File: config.mk
export PLATFORM = sky130hd
export DESIGN_NAME = dmem_bus_if
export DESIGN_NICKNAME = d
export VERILOG_FILES = /design/src/rtl/dmem_bus_if_pkg.sv /design/src/rtl/dmem_lane_align.sv /design/src/rtl/dmem_bus_if.sv
export SDC_FILE = /design/constraint.sdc
export NUM_CORES = 1
export LEC_CHECK = 0
export ABC_AREA = 1
export CAP_MARGIN = 20
export CORE_MARGIN = 1
export CORE_UTILIZATION = 50
export CTS_BUF_LIST = sky130_fd_sc_hd__clkbuf_4 sky130_fd_sc_hd__clkbuf_8
export CTS_CLUSTER_DIAMETER = 200
export CTS_CLUSTER_SIZE = 28
export DETAILED_ROUTE_END_ITERATION = 10
export GPL_TIMING_DRIVEN = 0
export PLACE_DENSITY_LB_ADDON = 0.12
export SYNTH_ARGS = -nofsm -noshare
export SYNTH_HDL_FRONTEND = slang
export SYNTH_HIERARCHICAL = 1
export SYNTH_SLANG_ARGS = --single-unit
File: constraint.sdc
create_clock -name clk -period 13.3 [get_ports clk]
set_input_delay 2.66 -clock clk [delete_from_list [all_inputs] [get_ports clk]]
set_output_delay 2.66 -clock clk [all_outputs]
set_load 0.01 [all_outputs]
File: src/rtl/dmem_bus_if_pkg.sv
// dmem_bus_if_pkg: shared constants and encodings for the data-memory
// bus interface and its lane-alignment helper.
package dmem_bus_if_pkg;

    localparam int XLEN = 32;

    typedef enum logic [1:0] {
        SZ_WORD = 2'd0,
        SZ_BYTE = 2'd1,
        SZ_HALF = 2'd2,
        SZ_ILL  = 2'd3
    } size_e;

    typedef enum logic [2:0] {
        IDLE  = 3'd0,
        REQ0  = 3'd1,
        WAIT0 = 3'd2,
        REQ1  = 3'd3,
        WAIT1 = 3'd4,
        RESP  = 3'd5
    } state_e;

endpackage

File: src/rtl/dmem_lane_align.sv
// dmem_lane_align: byte-lane math for one access spanning up to two words.
// Pure combinational; each output is its own assign to keep paths separate.
module dmem_lane_align
    import dmem_bus_if_pkg::*;
(
    input  logic [1:0]        a_i,
    input  logic [1:0]        size_i,
    input  logic [XLEN-1:0]   wdata_i,
    input  logic [2*XLEN-1:0] rdata_i,
    output logic [7:0]        be_full_o,
    output logic [2*XLEN-1:0] wdata_full_o,
    output logic              need_beat1_o,
    output logic [XLEN-1:0]   load_o
);

    logic [3:0]      mask;
    logic [XLEN-1:0] bmask;
    logic [4:0]      sh;

    always_comb begin
        mask = 4'h0;
        unique case (size_i)
            SZ_WORD: mask = 4'hF;
            SZ_BYTE: mask = 4'h1;
            SZ_HALF: mask = 4'h3;
            default: mask = 4'h0;
        endcase
    end

    assign sh           = {a_i, 3'b000};
    assign be_full_o    = {4'b0000, mask} << a_i;
    assign wdata_full_o = {{XLEN{1'b0}}, wdata_i} << sh;
    assign need_beat1_o = |be_full_o[7:4];

    assign bmask = {{8{mask[3]}}, {8{mask[2]}}, {8{mask[1]}}, {8{mask[0]}}};
    assign load_o = XLEN'(rdata_i >> sh) & bmask;

endmodule

File: src/rtl/dmem_bus_if.sv
// dmem_bus_if: load/store bus master between execute stage and data memory.
// Define DMEM_MISALIGN_SPLIT_EN to split word-crossing accesses into two beats.
module dmem_bus_if
    import dmem_bus_if_pkg::*;
(
    input  logic            clk,
    input  logic            rst,
    input  logic [XLEN-1:0] mem_addr,
    input  logic [XLEN-1:0] mem_data,
    input  logic [1:0]      byte_size,
    input  logic            mem_read_en,
    input  logic            mem_write_en,
    output logic [XLEN-1:0] mem_data_out,
    output logic            mem_read_ready,
    output logic            mem_write_ready,
    output logic            mem_err,
    output logic            bus_req,
    output logic            bus_we,
    output logic [XLEN-1:0] bus_addr,
    output logic [3:0]      bus_be,
    output logic [XLEN-1:0] bus_wdata,
    input  logic            bus_gnt,
    input  logic            bus_rvalid,
    input  logic [XLEN-1:0] bus_rdata
);

`ifdef DMEM_MISALIGN_SPLIT_EN
    localparam logic SPLIT_EN = 1'b1;
`else
    localparam logic SPLIT_EN = 1'b0;
`endif

    state_e state_q, state_d;

    logic [XLEN-1:0] addr_q, addr_d;
    logic [XLEN-1:0] wdata_q, wdata_d;
    logic [XLEN-1:0] rdata0_q, rdata0_d;
    logic [XLEN-1:0] rdata1_q, rdata1_d;
    logic [1:0]      size_q, size_d;
    logic            we_q, we_d;
    logic            err_q, err_d;

    logic            bus_req_q, bus_req_d;
    logic            bus_we_q, bus_we_d;
    logic [XLEN-1:0] bus_addr_q, bus_addr_d;
    logic [3:0]      bus_be_q, bus_be_d;
    logic [XLEN-1:0] bus_wdata_q, bus_wdata_d;
    logic            rd_rdy_q, rd_rdy_d;
    logic            wr_rdy_q, wr_rdy_d;
    logic            merr_q, merr_d;
    logic [XLEN-1:0] dout_q, dout_d;

    logic            start;
    logic            bad_acc;
    logic [7:0]      be_full;
    logic [2*XLEN-1:0] wdata_full;
    logic            need_beat1;
    logic [XLEN-1:0] load_data;
    logic [XLEN-1:0] beat0_addr;

    // Capture values are looked at through their _d view so the first
    // request beat can be registered on the same edge as the capture.
    assign start   = (state_q == IDLE) & (mem_read_en | mem_write_en);
    assign addr_d  = start ? mem_addr : addr_q;
    assign size_d  = start ? byte_size : size_q;
    assign wdata_d = start ? mem_data : wdata_q;
    assign we_d    = start ? mem_write_en : we_q;
    assign bad_acc = (size_d == SZ_ILL) | (need_beat1 & ~SPLIT_EN);
    assign err_d   = start ? bad_acc : err_q;

    assign beat0_addr = {addr_d[XLEN-1:2], 2'b00};

    always_comb begin
        rdata0_d = rdata0_q;
        rdata1_d = rdata1_q;
        if (start) begin
            rdata0_d = '0;
            rdata1_d = '0;
        end else if (state_q == WAIT0 && bus_rvalid) begin
            rdata0_d = bus_rdata;
        end else if (state_q == WAIT1 && bus_rvalid) begin
            rdata1_d = bus_rdata;
        end
    end

    dmem_lane_align u_align (
        .a_i          (addr_d[1:0]),
        .size_i       (size_d),
        .wdata_i      (wdata_d),
        .rdata_i      ({rdata1_d, rdata0_d}),
        .be_full_o    (be_full),
        .wdata_full_o (wdata_full),
        .need_beat1_o (need_beat1),
        .load_o       (load_data)
    );

    always_ff @(posedge clk or posedge rst) begin
        if (rst) begin
            state_q <= IDLE;
        end else begin
            state_q <= state_d;
        end
    end

    always_comb begin
        state_d = state_q;
        unique case (state_q)
            IDLE:    if (start) state_d = bad_acc ? RESP : REQ0;
            REQ0:    if (bus_gnt) state_d = WAIT0;
            WAIT0:   if (bus_rvalid) state_d = need_beat1 ? REQ1 : RESP;
            REQ1:    if (bus_gnt) state_d = WAIT1;
            WAIT1:   if (bus_rvalid) state_d = RESP;
            RESP:    state_d = IDLE;
            default: state_d = IDLE;
        endcase
    end

    always_comb begin
        bus_req_d   = 1'b0;
        bus_we_d    = 1'b0;
        bus_addr_d  = '0;
        bus_be_d    = 4'h0;
        bus_wdata_d = '0;
        rd_rdy_d    = 1'b0;
        wr_rdy_d    = 1'b0;
        merr_d      = 1'b0;
        dout_d      = dout_q;
        unique case (state_d)
            REQ0: begin
                bus_req_d   = 1'b1;
                bus_we_d    = we_d;
                bus_addr_d  = beat0_addr;
                bus_be_d    = be_full[3:0];
                bus_wdata_d = we_d ? wdata_full[XLEN-1:0] : '0;
            end
            REQ1: begin
                bus_req_d   = 1'b1;
                bus_we_d    = we_d;
                bus_addr_d  = beat0_addr + XLEN'(4);
                bus_be_d    = be_full[7:4];
                bus_wdata_d = we_d ? wdata_full[2*XLEN-1:XLEN] : '0;
            end
            RESP: begin
                rd_rdy_d = ~we_d;
                wr_rdy_d = we_d;
                merr_d   = err_d;
                if (!we_d) dout_d = err_d ? '0 : load_data;
            end
            default: ;
        endcase
    end

    always_ff @(posedge clk or posedge rst) begin
        if (rst) begin
            addr_q   <= '0;
            wdata_q  <= '0;
            rdata0_q <= '0;
            rdata1_q <= '0;
            size_q   <= 2'b00;
            we_q     <= 1'b0;
            err_q    <= 1'b0;
        end else begin
            addr_q   <= addr_d;
            wdata_q  <= wdata_d;
            rdata0_q <= rdata0_d;
            rdata1_q <= rdata1_d;
            size_q   <= size_d;
            we_q     <= we_d;
            err_q    <= err_d;
        end
    end

    always_ff @(posedge clk or posedge rst) begin
        if (rst) begin
            bus_req_q   <= 1'b0;
            bus_we_q    <= 1'b0;
            bus_addr_q  <= '0;
            bus_be_q    <= 4'h0;
            bus_wdata_q <= '0;
            rd_rdy_q    <= 1'b0;
            wr_rdy_q    <= 1'b0;
            merr_q      <= 1'b0;
            dout_q      <= '0;
        end else begin
            bus_req_q   <= bus_req_d;
            bus_we_q    <= bus_we_d;
            bus_addr_q  <= bus_addr_d;
            bus_be_q    <= bus_be_d;
            bus_wdata_q <= bus_wdata_d;
            rd_rdy_q    <= rd_rdy_d;
            wr_rdy_q    <= wr_rdy_d;
            merr_q      <= merr_d;
            dout_q      <= dout_d;
        end
    end

    assign bus_req         = bus_req_q;
    assign bus_we          = bus_we_q;
    assign bus_addr        = bus_addr_q;
    assign bus_be          = bus_be_q;
    assign bus_wdata       = bus_wdata_q;
    assign mem_read_ready  = rd_rdy_q;
    assign mem_write_ready = wr_rdy_q;
    assign mem_err         = merr_q;
    assign mem_data_out    = dout_q;

endmodule

==> out/metrics.cfg <==
[clock_network]
root_buffer = clkbuf_8
clkTransAtPathRegs_ns = 0.16
htreeDepth = 1
clock-sinks = 230
clk_path_buf_depth = 3
ctsHoldBuffers = 0
cts_resized = 0
cts_setup_buffers = 0
numCtsBuffers = 12
cts_tree = done
clock_latency_ns = 0.56

[synth]
synth_area_per_cell_um2 = 7.05
syn_area_um2 = 12400
ys_warn_count = 6
synth_cells = 1754

[grt]
antenna_found_initial = 1
grt_pass1_vias = 12100
grt_max_degree = 132
track_usage_pct = 33.0
globalRouteOverflowTotal = 0
grt_pass1_wl_um = 65600

[die]
dieArea_um2 = 25400
core-area_um2 = 24300
io_pins = 209
row_count = 57
dieWidth_um = 159
die_h_um = 159
floorplan.initialDensity_pct = 50.8

[timing]
hold_viol_final = 0
finClkSkew_ns = 0.0511
tns_ns = 0
max_freq_mhz = 153
setup_viol = 0
slew_viol_final = 0
fin_crit_sh_pct = 49.1
hold_slack_ns = 0.501
rsz0062_at_grt = no
worst_slack_ns = 6.77
max_slew.worst_pin.slew_ns = 0.716
maxSlewHeadroom_pct = 52.3
period_minus_slack_ns = 6.53

[run]
drv_cap = 0

[worst_setup_path]
critical_path.slowest_cell = clkdlybuf4s50_1
end_kind = flop
critPathMaxStageDelay_ns = 0.41
required_ns = 13.72
cp_top_family = buffers and inverters
cp_max_fo = 10
worstPathCellList = clkdlybuf4s50_1, inv_1, nand2_1, nand3_4, buf_6, buf_6, buf_2, clkbuf_1, nand2_1, nand2_1, buf_6, buf_6, buf_4, nand2_1, a21oi_1, o21bai_1, nand3_1, nand2_1, inv_2, buf_2, buf_2, nand3_1, o21ai_0
reg2reg_from = state_q[2]
rr_worst_depth = 21
rrSetupSlack_ns = 9.06
path_class = in2reg
critPathLaunchType = input port
crit_top_cell = nand2_1
r2r_end = bus_wdata[7]
cp_num_buf_inv = 12
critPathArrivalTime_ns = 6.95

[place]
place_area_um2 = 14900
io_buffers = 206
place.gp.congestion = 0.964
pre_cts_ws_ns = 6.36
place_inst = 2294
dp.final_hpwl_um = 31300

[pwr]
p_per_area_nw_per_um2 = 246
p_leak_uw = 0.00743
ir_worst_vdd_mv = 0.122

[drt]
routed_wl_um = 40800
vias = 12300
drtIter0Drc = 969
wire_per_inst_um = 17.7
dr.pass1.iters = 9
drcViolationCount = 0
vias_per_cell = 5.33
ant_nets = 0

[hold_path]
min_path_type = reg2reg
holdPathEnd = addr_q[1]
min-delay-start = addr_q[1]
holdPathStages = 2

[layout]
fin_nets = 2089
area_growth_pct = 22.2
finalNonFillerCells = 2309
layout-drive-gt1-share_pct = 6.25
fin_area_um2 = 15100

[outcome]
run_status = finished clean

[area by class of cell]
class,count,area (um2)
inverters,98,380
repair buffers,207,2090
diodes,1,2.50
clock buffers,13,179
clock inverters,1,30.0
flip-flops and latches,230,5760
fillers,2277,9210
multi-input cells,1318,5610
plain buffers,117,659
well taps,324,405
[layout by cell type, fill, tap and decap left out, drive strengths merged, types with 11 or more instances in the layout]
master         count
nand2            681
nor2             243
dfrtp            230
clkdlybuf4s50    206
o21ai            172
nand3            137
inv               97
buf               77
clkbuf            54
nand4             34
and2              16
a21oi             11
conb              11
[worst max path at each step]
stage,slack (ns),depth (start not counted),end,from
4_1_cts,6.92,23,bus_wdata[10],mem_write_en
2_1_floorplan,4.34,1,addr_q[0],rst
5_1_grt,6.55,23,bus_wdata[10],mem_write_en
3_3_place_gp,1.54,2,mem_data_out[22],rst
6_report,6.77,23,bus_wdata[7],mem_write_en
3_5_place_dp,6.36,23,bus_addr[31],mem_write_en
[worst min-delay path, delay by kind of cell (launching register included)]
| kind | cells | cell delay, ns |
|---|---|---|
| and+or+nand+nor | 2 | 0.13 |
| DFF | 1 | 0.35 |
[routing by layer]
layer | global-route usage [%] | up-vias | routed length (um)
met5 | 0 | - | 0
met4 | 14.4 | 0 | 1850
met3 | 4.77 | 106 | 3120
met2 | 52.5 | 537 | 18500
met1 | 45.2 | 5725 | 17400
li1 | - | 5947 | -
[flip-flops by register name, indices dropped and copies added (netlist names)]
register         cells
bus_addr            30
bus_we               1
wdata_q             32
state_q              3
mem_err              1
rdata1_q            24
err_q                1
bus_wdata           32
mem_data_out        32
rdata0_q            32
size_q               2
mem_write_ready      1
we_q                 1
addr_q              32
mem_read_ready       1
bus_be               4
bus_req              1
[report_power, final]
part | total [uW] | switching [uW] | internal, uW
logic | 2340 | 1590 | 749
clock network | 316 | 222 | 94.0
registers | 1070 | 96.2 | 974
[stage by stage]
| stage | util [%] | power (uW) |
|---|---|---|
| global route | 62.1 | 4010 |
| finish | 62.1 | 3720 |
| floorplan | - | 2550 |
| detailed placement | 61.3 | 3370 |
| CTS | 62.1 | 3690 |
| global placement | 61.1 | 3340 |
(Power assumes the default switching activity.)
